===== config.mk =====
export PLATFORM = sky130hd
export DESIGN_NAME = heap_arb
export DESIGN_NICKNAME = d
export VERILOG_FILES = /design/src/rtl/heap_arb.sv
export SDC_FILE = /design/constraint.sdc
export NUM_CORES = 1
export LEC_CHECK = 0
export CAP_MARGIN = 20
export CORE_ASPECT_RATIO = 1.25
export CORE_MARGIN = 1.5
export CORE_UTILIZATION = 36
export CTS_BUF_LIST = sky130_fd_sc_hd__clkbuf_2 sky130_fd_sc_hd__clkbuf_4 sky130_fd_sc_hd__clkbuf_8
export CTS_CLUSTER_DIAMETER = 80
export CTS_CLUSTER_SIZE = 8
export DETAILED_ROUTE_END_ITERATION = 10
export GPL_TIMING_DRIVEN = 0
export PLACE_DENSITY = 0.79
export SYNTH_ARGS = -nofsm -noshare
export SYNTH_HDL_FRONTEND = slang
export SYNTH_SLANG_ARGS = --single-unit

===== constraint.sdc =====
create_clock -name i_clk -period 1.4 [get_ports i_clk]
set_input_delay 0.28 -clock i_clk [delete_from_list [all_inputs] [get_ports i_clk]]
set_output_delay 0.28 -clock i_clk [all_outputs]
set_load 0.02 [all_outputs]

===== src/rtl/heap_arb.sv =====
// heap_arb: arbitrates a heap client (A: alloc/free) and a memory client
// (B: read/write) onto the allocator's single shared port. Each client has a
// one-entry holding slot and a registered response. At most one client issues
// per cycle. The two paths are pipelined: the strobe goes out, the allocator
// result follows one cycle later, and the response register takes it one cycle
// after that.
module heap_arb #(
  parameter int DATA_SZ = 16
) (
  input  logic               i_clk,
  input  logic               i_rst,
  // client A (heap port)
  input  logic               i_a_valid,
  output logic               o_a_ready,
  input  logic [1:0]         i_a_op,
  input  logic [DATA_SZ-1:0] i_a_data,
  input  logic [DATA_SZ-1:0] i_a_addr,
  output logic               o_a_rvalid,
  input  logic               i_a_rready,
  output logic [DATA_SZ-1:0] o_a_raddr,
  // client B (memory port)
  input  logic               i_b_valid,
  output logic               o_b_ready,
  input  logic               i_b_wr,
  input  logic [DATA_SZ-1:0] i_b_addr,
  input  logic [DATA_SZ-1:0] i_b_data,
  output logic               o_b_rvalid,
  input  logic               i_b_rready,
  output logic [DATA_SZ-1:0] o_b_rdata,
  // allocator heap port
  output logic               o_al,
  output logic [DATA_SZ-1:0] o_adata,
  output logic               o_fr,
  output logic [DATA_SZ-1:0] o_faddr,
  input  logic [DATA_SZ-1:0] i_aaddr,
  // allocator memory port
  output logic               o_wr,
  output logic [DATA_SZ-1:0] o_waddr,
  output logic [DATA_SZ-1:0] o_wdata,
  output logic               o_rd,
  output logic [DATA_SZ-1:0] o_raddr,
  input  logic [DATA_SZ-1:0] i_rdata,
  input  logic               i_full
);

  localparam logic [1:0] OP_ALLOC = 2'b01;

  logic               a_full_q, a_full_d;
  logic [1:0]         a_op_q, a_op_d;
  logic [DATA_SZ-1:0] a_data_q, a_data_d;
  logic [DATA_SZ-1:0] a_addr_q, a_addr_d;
  logic               b_full_q, b_full_d;
  logic               b_wr_q, b_wr_d;
  logic [DATA_SZ-1:0] b_addr_q, b_addr_d;
  logic [DATA_SZ-1:0] b_data_q, b_data_d;
  // pend: a result-bearing request went out last cycle; its result is on the
  // allocator outputs now and is captured at the coming edge.
  logic               a_pend_q, a_pend_d;
  logic               b_pend_q, b_pend_d;
  logic               a_rv_q, a_rv_d;
  logic [DATA_SZ-1:0] a_raddr_q, a_raddr_d;
  logic               b_rv_q, b_rv_d;
  logic [DATA_SZ-1:0] b_rdata_q, b_rdata_d;
  // round-robin pointer: 0 = A has priority, 1 = B has priority
  logic               rr_q, rr_d;

  logic a_acc, b_acc;
  logic a_resp_ok, b_resp_ok;
  logic a_elig, b_elig;
  logic gnt_a, gnt_b;

  assign o_a_ready = !a_full_q && !i_rst;
  assign o_b_ready = !b_full_q && !i_rst;
  assign a_acc     = i_a_valid && o_a_ready && (i_a_op != 2'b00);
  assign b_acc     = i_b_valid && o_b_ready;

  // Eligibility and grant. The response path counts as free if nothing is in
  // flight and the register is empty or draining this edge, so a capture two
  // edges later can never overwrite an unconsumed response.
  always_comb begin
    a_resp_ok = !a_pend_q && (!a_rv_q || i_a_rready);
    b_resp_ok = !b_pend_q && (!b_rv_q || i_b_rready);
    a_elig    = a_full_q && (!a_op_q[0] || a_resp_ok)
                && !((a_op_q == OP_ALLOC) && i_full);
    b_elig    = b_full_q && (b_wr_q || b_resp_ok);
    gnt_a     = !i_rst && a_elig && (!b_elig || !rr_q);
    gnt_b     = !i_rst && b_elig && !gnt_a;
  end

  // Allocator strobes come straight from the granted slot; data always follows the slots.
  always_comb begin
    o_al    = gnt_a && a_op_q[0];
    o_fr    = gnt_a && a_op_q[1];
    o_adata = a_data_q;
    o_faddr = a_addr_q;
    o_wr    = gnt_b && b_wr_q;
    o_rd    = gnt_b && !b_wr_q;
    o_waddr = b_addr_q;
    o_raddr = b_addr_q;
    o_wdata = b_data_q;
  end

  assign o_a_rvalid = a_rv_q;
  assign o_a_raddr  = a_raddr_q;
  assign o_b_rvalid = b_rv_q;
  assign o_b_rdata  = b_rdata_q;

  // Next state for slots, in-flight flags, response registers and pointer.
  always_comb begin
    a_full_d  = a_full_q;
    a_op_d    = a_op_q;
    a_data_d  = a_data_q;
    a_addr_d  = a_addr_q;
    b_full_d  = b_full_q;
    b_wr_d    = b_wr_q;
    b_addr_d  = b_addr_q;
    b_data_d  = b_data_q;
    a_rv_d    = a_rv_q;
    a_raddr_d = a_raddr_q;
    b_rv_d    = b_rv_q;
    b_rdata_d = b_rdata_q;
    rr_d      = rr_q;
    a_pend_d  = o_al;
    b_pend_d  = o_rd;

    if (gnt_a) a_full_d = 1'b0;
    if (a_acc) begin
      a_full_d = 1'b1;
      a_op_d   = i_a_op;
      a_data_d = i_a_data;
      a_addr_d = i_a_addr;
    end
    if (gnt_b) b_full_d = 1'b0;
    if (b_acc) begin
      b_full_d = 1'b1;
      b_wr_d   = i_b_wr;
      b_addr_d = i_b_addr;
      b_data_d = i_b_data;
    end

    // a capture on the drain edge overrides the clear, keeping rvalid high
    if (a_rv_q && i_a_rready) a_rv_d = 1'b0;
    if (a_pend_q) begin
      a_rv_d    = 1'b1;
      a_raddr_d = i_aaddr;
    end
    if (b_rv_q && i_b_rready) b_rv_d = 1'b0;
    if (b_pend_q) begin
      b_rv_d    = 1'b1;
      b_rdata_d = i_rdata;
    end

    if (a_elig && b_elig && !i_rst) rr_d = !rr_q;
  end

  // State registers with synchronous reset; reset drops all in-flight work.
  always_ff @(posedge i_clk) begin
    if (i_rst) begin
      a_full_q  <= 1'b0;
      a_op_q    <= 2'b00;
      a_data_q  <= '0;
      a_addr_q  <= '0;
      b_full_q  <= 1'b0;
      b_wr_q    <= 1'b0;
      b_addr_q  <= '0;
      b_data_q  <= '0;
      a_pend_q  <= 1'b0;
      b_pend_q  <= 1'b0;
      a_rv_q    <= 1'b0;
      a_raddr_q <= '0;
      b_rv_q    <= 1'b0;
      b_rdata_q <= '0;
      rr_q      <= 1'b0;
    end else begin
      a_full_q  <= a_full_d;
      a_op_q    <= a_op_d;
      a_data_q  <= a_data_d;
      a_addr_q  <= a_addr_d;
      b_full_q  <= b_full_d;
      b_wr_q    <= b_wr_d;
      b_addr_q  <= b_addr_d;
      b_data_q  <= b_data_d;
      a_pend_q  <= a_pend_d;
      b_pend_q  <= b_pend_d;
      a_rv_q    <= a_rv_d;
      a_raddr_q <= a_raddr_d;
      b_rv_q    <= b_rv_d;
      b_rdata_q <= b_rdata_d;
      rr_q      <= rr_d;
    end
  end

endmodule


# Yosys cells after proc, flatten, opt, wreduce, memory -nomap -nowiden
# Cells that the tools add are included.
[word_totals] regBits=106 output_inout_bits=120 elab_cells=70
[classes] eq_ne=1 mux=8 n_reduce_logical=46
[ops] operator="logical AND 1 bit" n=23
[ops] operator="zero test 1 bit" n=13
[ops] operator="nonzero test 2 bit" n=5
[ops] operator="two-way mux 1 bit" n=8
[ops] operator="logical OR 1 bit" n=5
[ops] operator="equality test 2 x 1 -> 1 bit (second input constant)" n=1

# Logic depth before layout (Yosys ltp)
# Gate-level depths: netlist (run 1).
[logic_depth] ltp_word=12 ltp_mapped=7

# Least setup slack after synthesis (run 1)
# Ideal clock, no wire load.
[synth_path] path_type="register to output" startpoint="register b_pend_q" endpoint="output o_rd" arrival_time_ns=1.380 required_ns=1.120 setup_slack_ns=-0.260 stages_incl_launch_ff=6 n_path_buf=1 cell_sequence="dfxtp_1 -> buf_4 -> nand2b_1 -> o311a_1 -> o21ai_1 -> nor3_1"
[synth_between] elab_chain_cells=10 word_cells_on_any_way=11
[synth_rtl] item="start: declaration" line_no="59" source="logic b_pend_q, b_pend_d;"
[synth_rtl] item="start signal: assignment" line_no="184" source="b_pend_q <= b_pend_d;"
[synth_rtl] item="zero test 1 bit *" line_no="82" source="b_resp_ok = !b_pend_q && (!b_rv_q || i_b_rready);"
[synth_rtl] item="logical AND 1 bit *" line_no="82"
[synth_rtl] item="logical OR 1 bit *" line_no="85" source="b_elig = b_full_q && (b_wr_q || b_resp_ok);"
[synth_rtl] item="logical AND 1 bit *" line_no="85"
[synth_rtl] item="zero test 1 bit" line_no="86" source="gnt_a = !i_rst && a_elig && (!b_elig || !rr_q);"
[synth_rtl] item="logical OR 1 bit" line_no="86"
[synth_rtl] item="logical AND 1 bit" line_no="86"
[synth_rtl] item="zero test 1 bit" line_no="87" source="gnt_b = !i_rst && b_elig && !gnt_a;"
[synth_rtl] item="logical AND 1 bit *" line_no="87"
[synth_rtl] item="logical AND 1 bit *" line_no="97" source="o_rd = gnt_b && !b_wr_q;"
[synth_rtl] item="end: declaration" line_no="40" source="output logic o_rd,"
# Every way passes the cells marked *; elsewhere a longest branch is shown, timed or not.

# Worst setup path after layout (run 1)
[layout_path] startpoint="input i_a_rready" endpoint="output o_fr"
[layout_between] elab_chain_cells=8
[layout_rtl] item="start: declaration" line_no="19" source="input logic i_a_rready,"
[layout_rtl] item="logical OR 1 bit" line_no="81" source="a_resp_ok = !a_pend_q && (!a_rv_q || i_a_rready);"
[layout_rtl] item="logical AND 1 bit" line_no="81"
[layout_rtl] item="logical OR 1 bit" line_no="83" source="a_elig = a_full_q && (!a_op_q[0] || a_resp_ok)"
[layout_rtl] item="logical AND 1 bit" line_no="83"
[layout_rtl] item="logical AND 1 bit" line_no="84" source="&& !((a_op_q == OP_ALLOC) && i_full);"
[layout_rtl] item="logical AND 1 bit (2 in a row)" line_no="86"
[layout_rtl] item="logical AND 1 bit" line_no="93" source="o_fr = gnt_a && a_op_q[1];"
[layout_rtl] item="end: declaration" line_no="33" source="output logic o_fr,"
# No other way between the ends.

==> results of run 1 <==
layout make-up:
type	count	share of cell area, %
inverter	2	0.1104
multi-input combinational	299	25.40
buffer	45	4.527
sequential	106	31.73
clock buffer	10	1.932
clock inverter	5	0.9385
timing repair buffer	238	32.89
tap	135	2.484
flip-flops by register name, summed over array words and instances, names as in the netlist, 2 cells and up:
signal	flops
o_a_raddr	16
o_adata	16
o_b_rdata	16
o_faddr	16
o_raddr	16
o_wdata	16
a_op_q	2
per-layer routing:
metal  track usage [%]  vias up  routed length (um)
met1             21.81     1811                4746
met4             8.839        0                 321
li1                  -     1947                   -
met2             35.39      148                6068
met3             4.475       27                 747
met5                 0        -                   0
per-stage QoR:
stage          std cells  hold slack, ps  util (%)  setup slack, ps
2_1_floorplan        453           379.0         -           -80.99
6_report             840           380.0     61.64           -479.3
3_5_place_dp         813           456.9     59.17            -1006
3_3_place_gp         813           452.5     59.17            -1004
5_1_grt              840           404.7     61.64           -517.7
4_1_cts              834           412.4     60.84           -507.4
cell families after synthesis:
family,synth area share [%]
and+or+nand+nor,26.65
DFF,52.20
buffers and inverters,6.833
muxes,8.249
AOI/OAI and AO/OA,6.063
final timing paths:
path	from	to	slack, ps
worst min-delay path	i_full	a_pend_q	380
worst max-delay path	i_a_rready	o_fr	-480
worst min register to register	o_wdata[0]	o_wdata[0]	470
worst max register to register	b_pend_q	a_full_q	-80
cells in the final DEF (no fill, tap or decap), drive strengths merged, types with 6 or more instances in the layout:
master,count
dfxtp,106
clkdlybuf4s50,103
nand2,101
dlygate4sd2,90
buf,56
nor2,41
nand2b,36
o21ai,35
nand3b,33
mux2i,32
clkdlybuf4s15,22
clkbuf,21
a21oi,6
repair_timing:
action,CTS,global route
endpoints found under the setup margin,217,67
resized for setup,207,43
buffers inserted,6,7
pin swaps,4,3
gates cloned,0,0
where the power goes:
group / internal, mW / switching (mW)
combinational: 0.694 / 0.630
sequential: 3.19 / 0.101
clock: 0.855 / 1.07
critical path, stage by stage:
cell and delay, ps:
clkdlybuf4s50_1 510, nor2b_4 60, o31a_1 290, a21oi_2 150, and3_4 190, buf_6 120
==> results_dict.tcl, run 1 <==
set metrics [dict create \
    synth-edff-count 0 \
    yosysWarnings 0 \
    vdd_ir_drop_max_mv 0.5317 \
    drtIter0Drc 73 \
    stdcell_area_sq_um 6799 \
    rsz0062_at_grt "yes" \
    htreeDepth 3 \
    reg2reg_depth 9 \
    wl_per_cell_um 14.15 \
    initial_utilization_pct 36.86 \
    synthFlopType "dfxtp_1" \
    period_share_pct 134.2 \
    finalCriticalPeriod_ps 1879 \
    routed_wirelength_um 11880 \
    synth_top_area_share_pct 52.20 \
    cp.arrival_ps 1600 \
    n_fill_cell 986 \
    cp_max_fo 3 \
    status "complete, but fails checks" \
    finalMaxSlewViolations 0 \
    synth.top_cells.by_count "dfxtp_1, nand2_1, nor2_1" \
    avgSynthCellArea_sq_um 8.974 \
    port_buffers 225 \
    ctsHoldBuffers 0 \
    holdPathStages 4 \
    gp_congestion 0.7521 \
    synth-seq-cells 106 \
    post-route-drc-count 0 \
    netlist_area_sq_um 4065 \
    fmax_ghz 0.5321 \
    synth.net_count 559 \
    regArea_sq_um 2157 \
    clk_pin_slew_worst_paths_ps 90 \
    tightestPinTransition_ps 368.4 \
    synthCells 453 \
    numCtsBuffers 9 \
    cts_tree "built" \
    min_path_type "input pin to flop" \
    setup_viol 7 \
    area_growth_pct 67.25 \
    hpwl_um 9044 \
    core_sq_um 11030 \
    drv_cap 0 \
    multi_input_area_sq_um 1727 \
    crit_type "input pin to output port" \
    grt_usage_pct 19.57 \
    yosysMostFrequentCell "dfxtp_1" \
    root_buffer "clkbuf_8" \
    yosysSeqAreaShare_pct 52.20 \
    p_leak_nw 3.147 \
    dieHeight_um 121.8 \
    antenna_found_initial 0 \
    synth.largest_area_cell "dfxtp_1" \
    grt_pass1_vias 4055 \
    placed_area_sq_um 6526 \
    required_ps 1120 \
    finalHoldViolations 0 \
    core.rowCount 43 \
    cts_buffer_depth 2 \
    finalSetupTns_ps -1967 \
    p_total_mw 6.532 \
    synth-async-reset-ratio_pct 0 \
    fin_worst_skew_ps 11.53 \
    cp-start-kind "input pin" \
    cp-end-kind "output port" \
    grt_overflow 0 \
    clkSinkCount 106 \
    violations "setup timing" \
    dr.pass1.iters 6 \
    vias 3933 \
    powerDensity_nw_per_um2 960.8 \
    finalWorstSetupSlack_ps -479.3 \
    yosysUniqueCellTypes 25 \
    ios 226 \
    via_per_inst 4.682 \
    die_w_um 98.05 \
    nets 807 \
    clkLatencyLatePin_ps 370 \
    drive_gt1_share_pct 18.16 \
    synth_area_leaders "dfxtp_1, nand2_1, mux2i_1" \
    dieArea_sq_um 11940 \
    detail-route-antenna-nets 0 \
    grt_pass1_wl_um 18980 \
    slew-limit-headroom_pct 75.37 \
    grt_max_degree 18 \
    antennaDiodeCount 0 \
]
Power figures use the tool's default switching activity.
==> run 2: changes to the inputs <==
--- a/config.mk
+++ b/config.mk
@@ -11,7 +11,6 @@
 export CORE_UTILIZATION = 36
 export CTS_BUF_LIST = sky130_fd_sc_hd__clkbuf_2 sky130_fd_sc_hd__clkbuf_4 sky130_fd_sc_hd__clkbuf_8
 export CTS_CLUSTER_DIAMETER = 80
-export CTS_CLUSTER_SIZE = 8
 export DETAILED_ROUTE_END_ITERATION = 10
 export GPL_TIMING_DRIVEN = 0
 export PLACE_DENSITY = 0.79
==> results of run 2 <==
No change in the layout: final DEF, timing and power equal those of run 1.
==> run 3: changes to the inputs <==
--- a/config.mk
+++ b/config.mk
@@ -8,12 +8,12 @@
 export CAP_MARGIN = 20
 export CORE_ASPECT_RATIO = 1.25
 export CORE_MARGIN = 1.5
-export CORE_UTILIZATION = 36
+export CORE_UTILIZATION = 40
 export CTS_BUF_LIST = sky130_fd_sc_hd__clkbuf_2 sky130_fd_sc_hd__clkbuf_4 sky130_fd_sc_hd__clkbuf_8
 export CTS_CLUSTER_DIAMETER = 80
 export DETAILED_ROUTE_END_ITERATION = 10
+export DONT_BUFFER_PORTS = 1
 export GPL_TIMING_DRIVEN = 0
-export PLACE_DENSITY = 0.79
 export SYNTH_ARGS = -nofsm -noshare
 export SYNTH_HDL_FRONTEND = slang
 export SYNTH_SLANG_ARGS = --single-unit
==> constraint.sdc (replaced) <==
create_clock -name i_clk -period 2.25 [get_ports i_clk]
set_input_delay 0.45 -clock i_clk [delete_from_list [all_inputs] [get_ports i_clk]]
set_output_delay 0.45 -clock i_clk [all_outputs]
set_load 0.02 [all_outputs]
==> run 3 against run 2 <==
The flow now finishes without violations; sequential power is 34% lower; die area is 9.7% lower; core utilization is 16 points lower; worst hold slack worse by 190 ps; critical path type is now flop to output port; critical endpoint unchanged; critical path depth is 2 lower; non-clock buffer count is 237 lower; final area is 34% lower; highest routed layer unchanged; sequential share of layout area is 16 points higher; routed wire length is 20% lower; combinational power is 76% lower.
==> results_dict.tcl, run 3 (synthesis results as in run 1) <==
set metrics [dict create \
    status "completed" \
    grt_pass1_vias 2976 \
    fin_worst_skew_ps 9.202 \
    core.rowCount 40 \
    antenna_found_initial 0 \
    cts_buffer_depth 2 \
    n_fill_cell 974 \
    multi_input_area_sq_um 1699 \
    cp-start-kind "flop" \
    htreeDepth 3 \
    worstHoldEndpoint "o_adata[6]" \
    grt_pass1_wl_um 14320 \
    dpl.cell_count 579 \
    required_ps 1800 \
    final_common_cell "dfxtp_1" \
    gp_congestion 0.7321 \
    cp-end-kind "output port" \
    min-delay-start "i_a_data[6]" \
    dieHeight_um 115.7 \
    cp_max_fo 5 \
    path_buf_inv 1 \
    worst-r2r-setup-slack_ps 550 \
    cts_setup_buffers 0 \
    crit_type "flop to output port" \
    finalCriticalPeriod_ps 2147 \
    wl_per_cell_um 15.95 \
    hpwl_um 7277 \
    port_buffers 0 \
    finalHoldViolations 0 \
    ctsHoldBuffers 0 \
    nets 570 \
    dr.pass1.iters 4 \
    root_buffer "clkbuf_8" \
    layout_common_cells "dfxtp_1, nand2_1, nor2_1, nand2b_1, o21ai_1" \
    grt_max_degree 17 \
    r2r_start "b_full_q" \
    numCtsBuffers 9 \
    crit_chain "inv_1, o311a_4, a21oi_1, and3_4" \
    clkLatencyLatePin_ps 360 \
    cp_top_family "compound AO/OA/AOI/OAI gates" \
    antennaDiodeCount 0 \
    area_growth_pct 9.911 \
    cpMaxStageDelayCell "o311a_4" \
    finalMaxSlewViolations 0 \
    grt_overflow 0 \
    detail-route-antenna-nets 0 \
    cts_tree "built" \
    drive_gt1_share_pct 12.63 \
    clkSinkCount 106 \
    reg2reg_to "o_wdata[0]" \
    core_sq_um 9759 \
    setup_viol 0 \
    fmax_ghz 0.4658 \
    clk_pin_slew_worst_paths_ps 90 \
    dieArea_sq_um 10780 \
    initial_utilization_pct 41.65 \
    holdPathStages 2 \
    cp.arrival_ps 1700 \
    finalSetupTns_ps 0 \
    via_per_inst 5.027 \
    tightestPinTransition_ps 531.4 \
    powerDensity_nw_per_um2 831.9 \
    slowest_delay_ps 410 \
    p_total_mw 3.717 \
    die_w_um 93.17 \
    fin_util_pct 45.78 \
    drtIter0Drc 70 \
    post-route-drc-count 0 \
    rsz0062_at_grt "no" \
    reg2reg_depth 6 \
    period_share_pct 95.42 \
    vdd_ir_drop_max_mv 0.3747 \
    p_leak_nw 1.806 \
    min_path_type "input pin to flop" \
    vias 2981 \
    regArea_sq_um 2128 \
    ios 226 \
    routed_wirelength_um 9458 \
    finalNonFillerCells 593 \
    grt_usage_pct 17.09 \
    slew-limit-headroom_pct 64.58 \
    drv_cap 0 \
]
## run 3: cell count changes in the layout (fill, tap and decap cells not counted), moves of 7 or more
cell             previous run  this run
dlygate4sd2_1              90         0
clkdlybuf4s50_1           103         0
buf_6                       9         1
clkbuf_1                    6        13
dfxtp_2                    19         2
clkdlybuf4s15_1             8         0
dfxtp_1                    84       103
buf_4                      35        20
clkdlybuf4s15_2            14         0
## run 3: metrics by stage
stage	hold WS, ps	worst slack [ps]	instance area, sq um
floorplan	445.2	419.9	4065
global placement	463.8	111.3	4223
detailed placement	464.4	113.8	4223
CTS	161.3	15.17	4454
global route	162.0	15.95	4468
finish	189.5	103.1	4468
## run 3: report_power, final
part / switching [mW] / leakage (nW) / internal (mW)
clock network: 0.604 / 0.101 / 0.615
registers: 0.201 / 0.868 / 1.98
logic: 0.184 / 0.836 / 0.134
## run 3: worst max-delay path by stage
stage                     depth (start not counted)   end       start  slack, ps
after floorplan                                   5  o_rd    b_pend_q        420
final                                             4  o_fr  o_b_rvalid        100
after detailed placement                          4  o_rd  o_a_rvalid        110
after global placement                            5  o_rd    b_pend_q        110
after global routing                              4  o_rd  o_a_rvalid         20
after CTS                                         4  o_fr  o_b_rvalid         20
## run 3: cell type report
type | instances | area share (%)
sequential | 106 | 47.63
multi-input combinational | 299 | 38.03
buffer | 46 | 6.049
tap | 126 | 3.528
clock buffer | 9 | 2.772
clock inverter | 5 | 1.820
inverter | 2 | 0.1680
## run 3: what timing repair did
action,CTS,global route
setup endpoints to repair,4,4
resized for setup,8,3
pin swaps,0,1
## run 3: per-layer routing
metal | part of all wire [%] | routed length, um | track usage, % | vias up
met2 | 49 | 4628 | 29.20 | 160
met4 | 2.0 | 185 | 7.172 | 0
met1 | 38 | 3625 | 18.34 | 1342
li1 | - | - | - | 1465
met5 | 0 | 0 | 0 | -
met3 | 11 | 1019 | 7.612 | 14
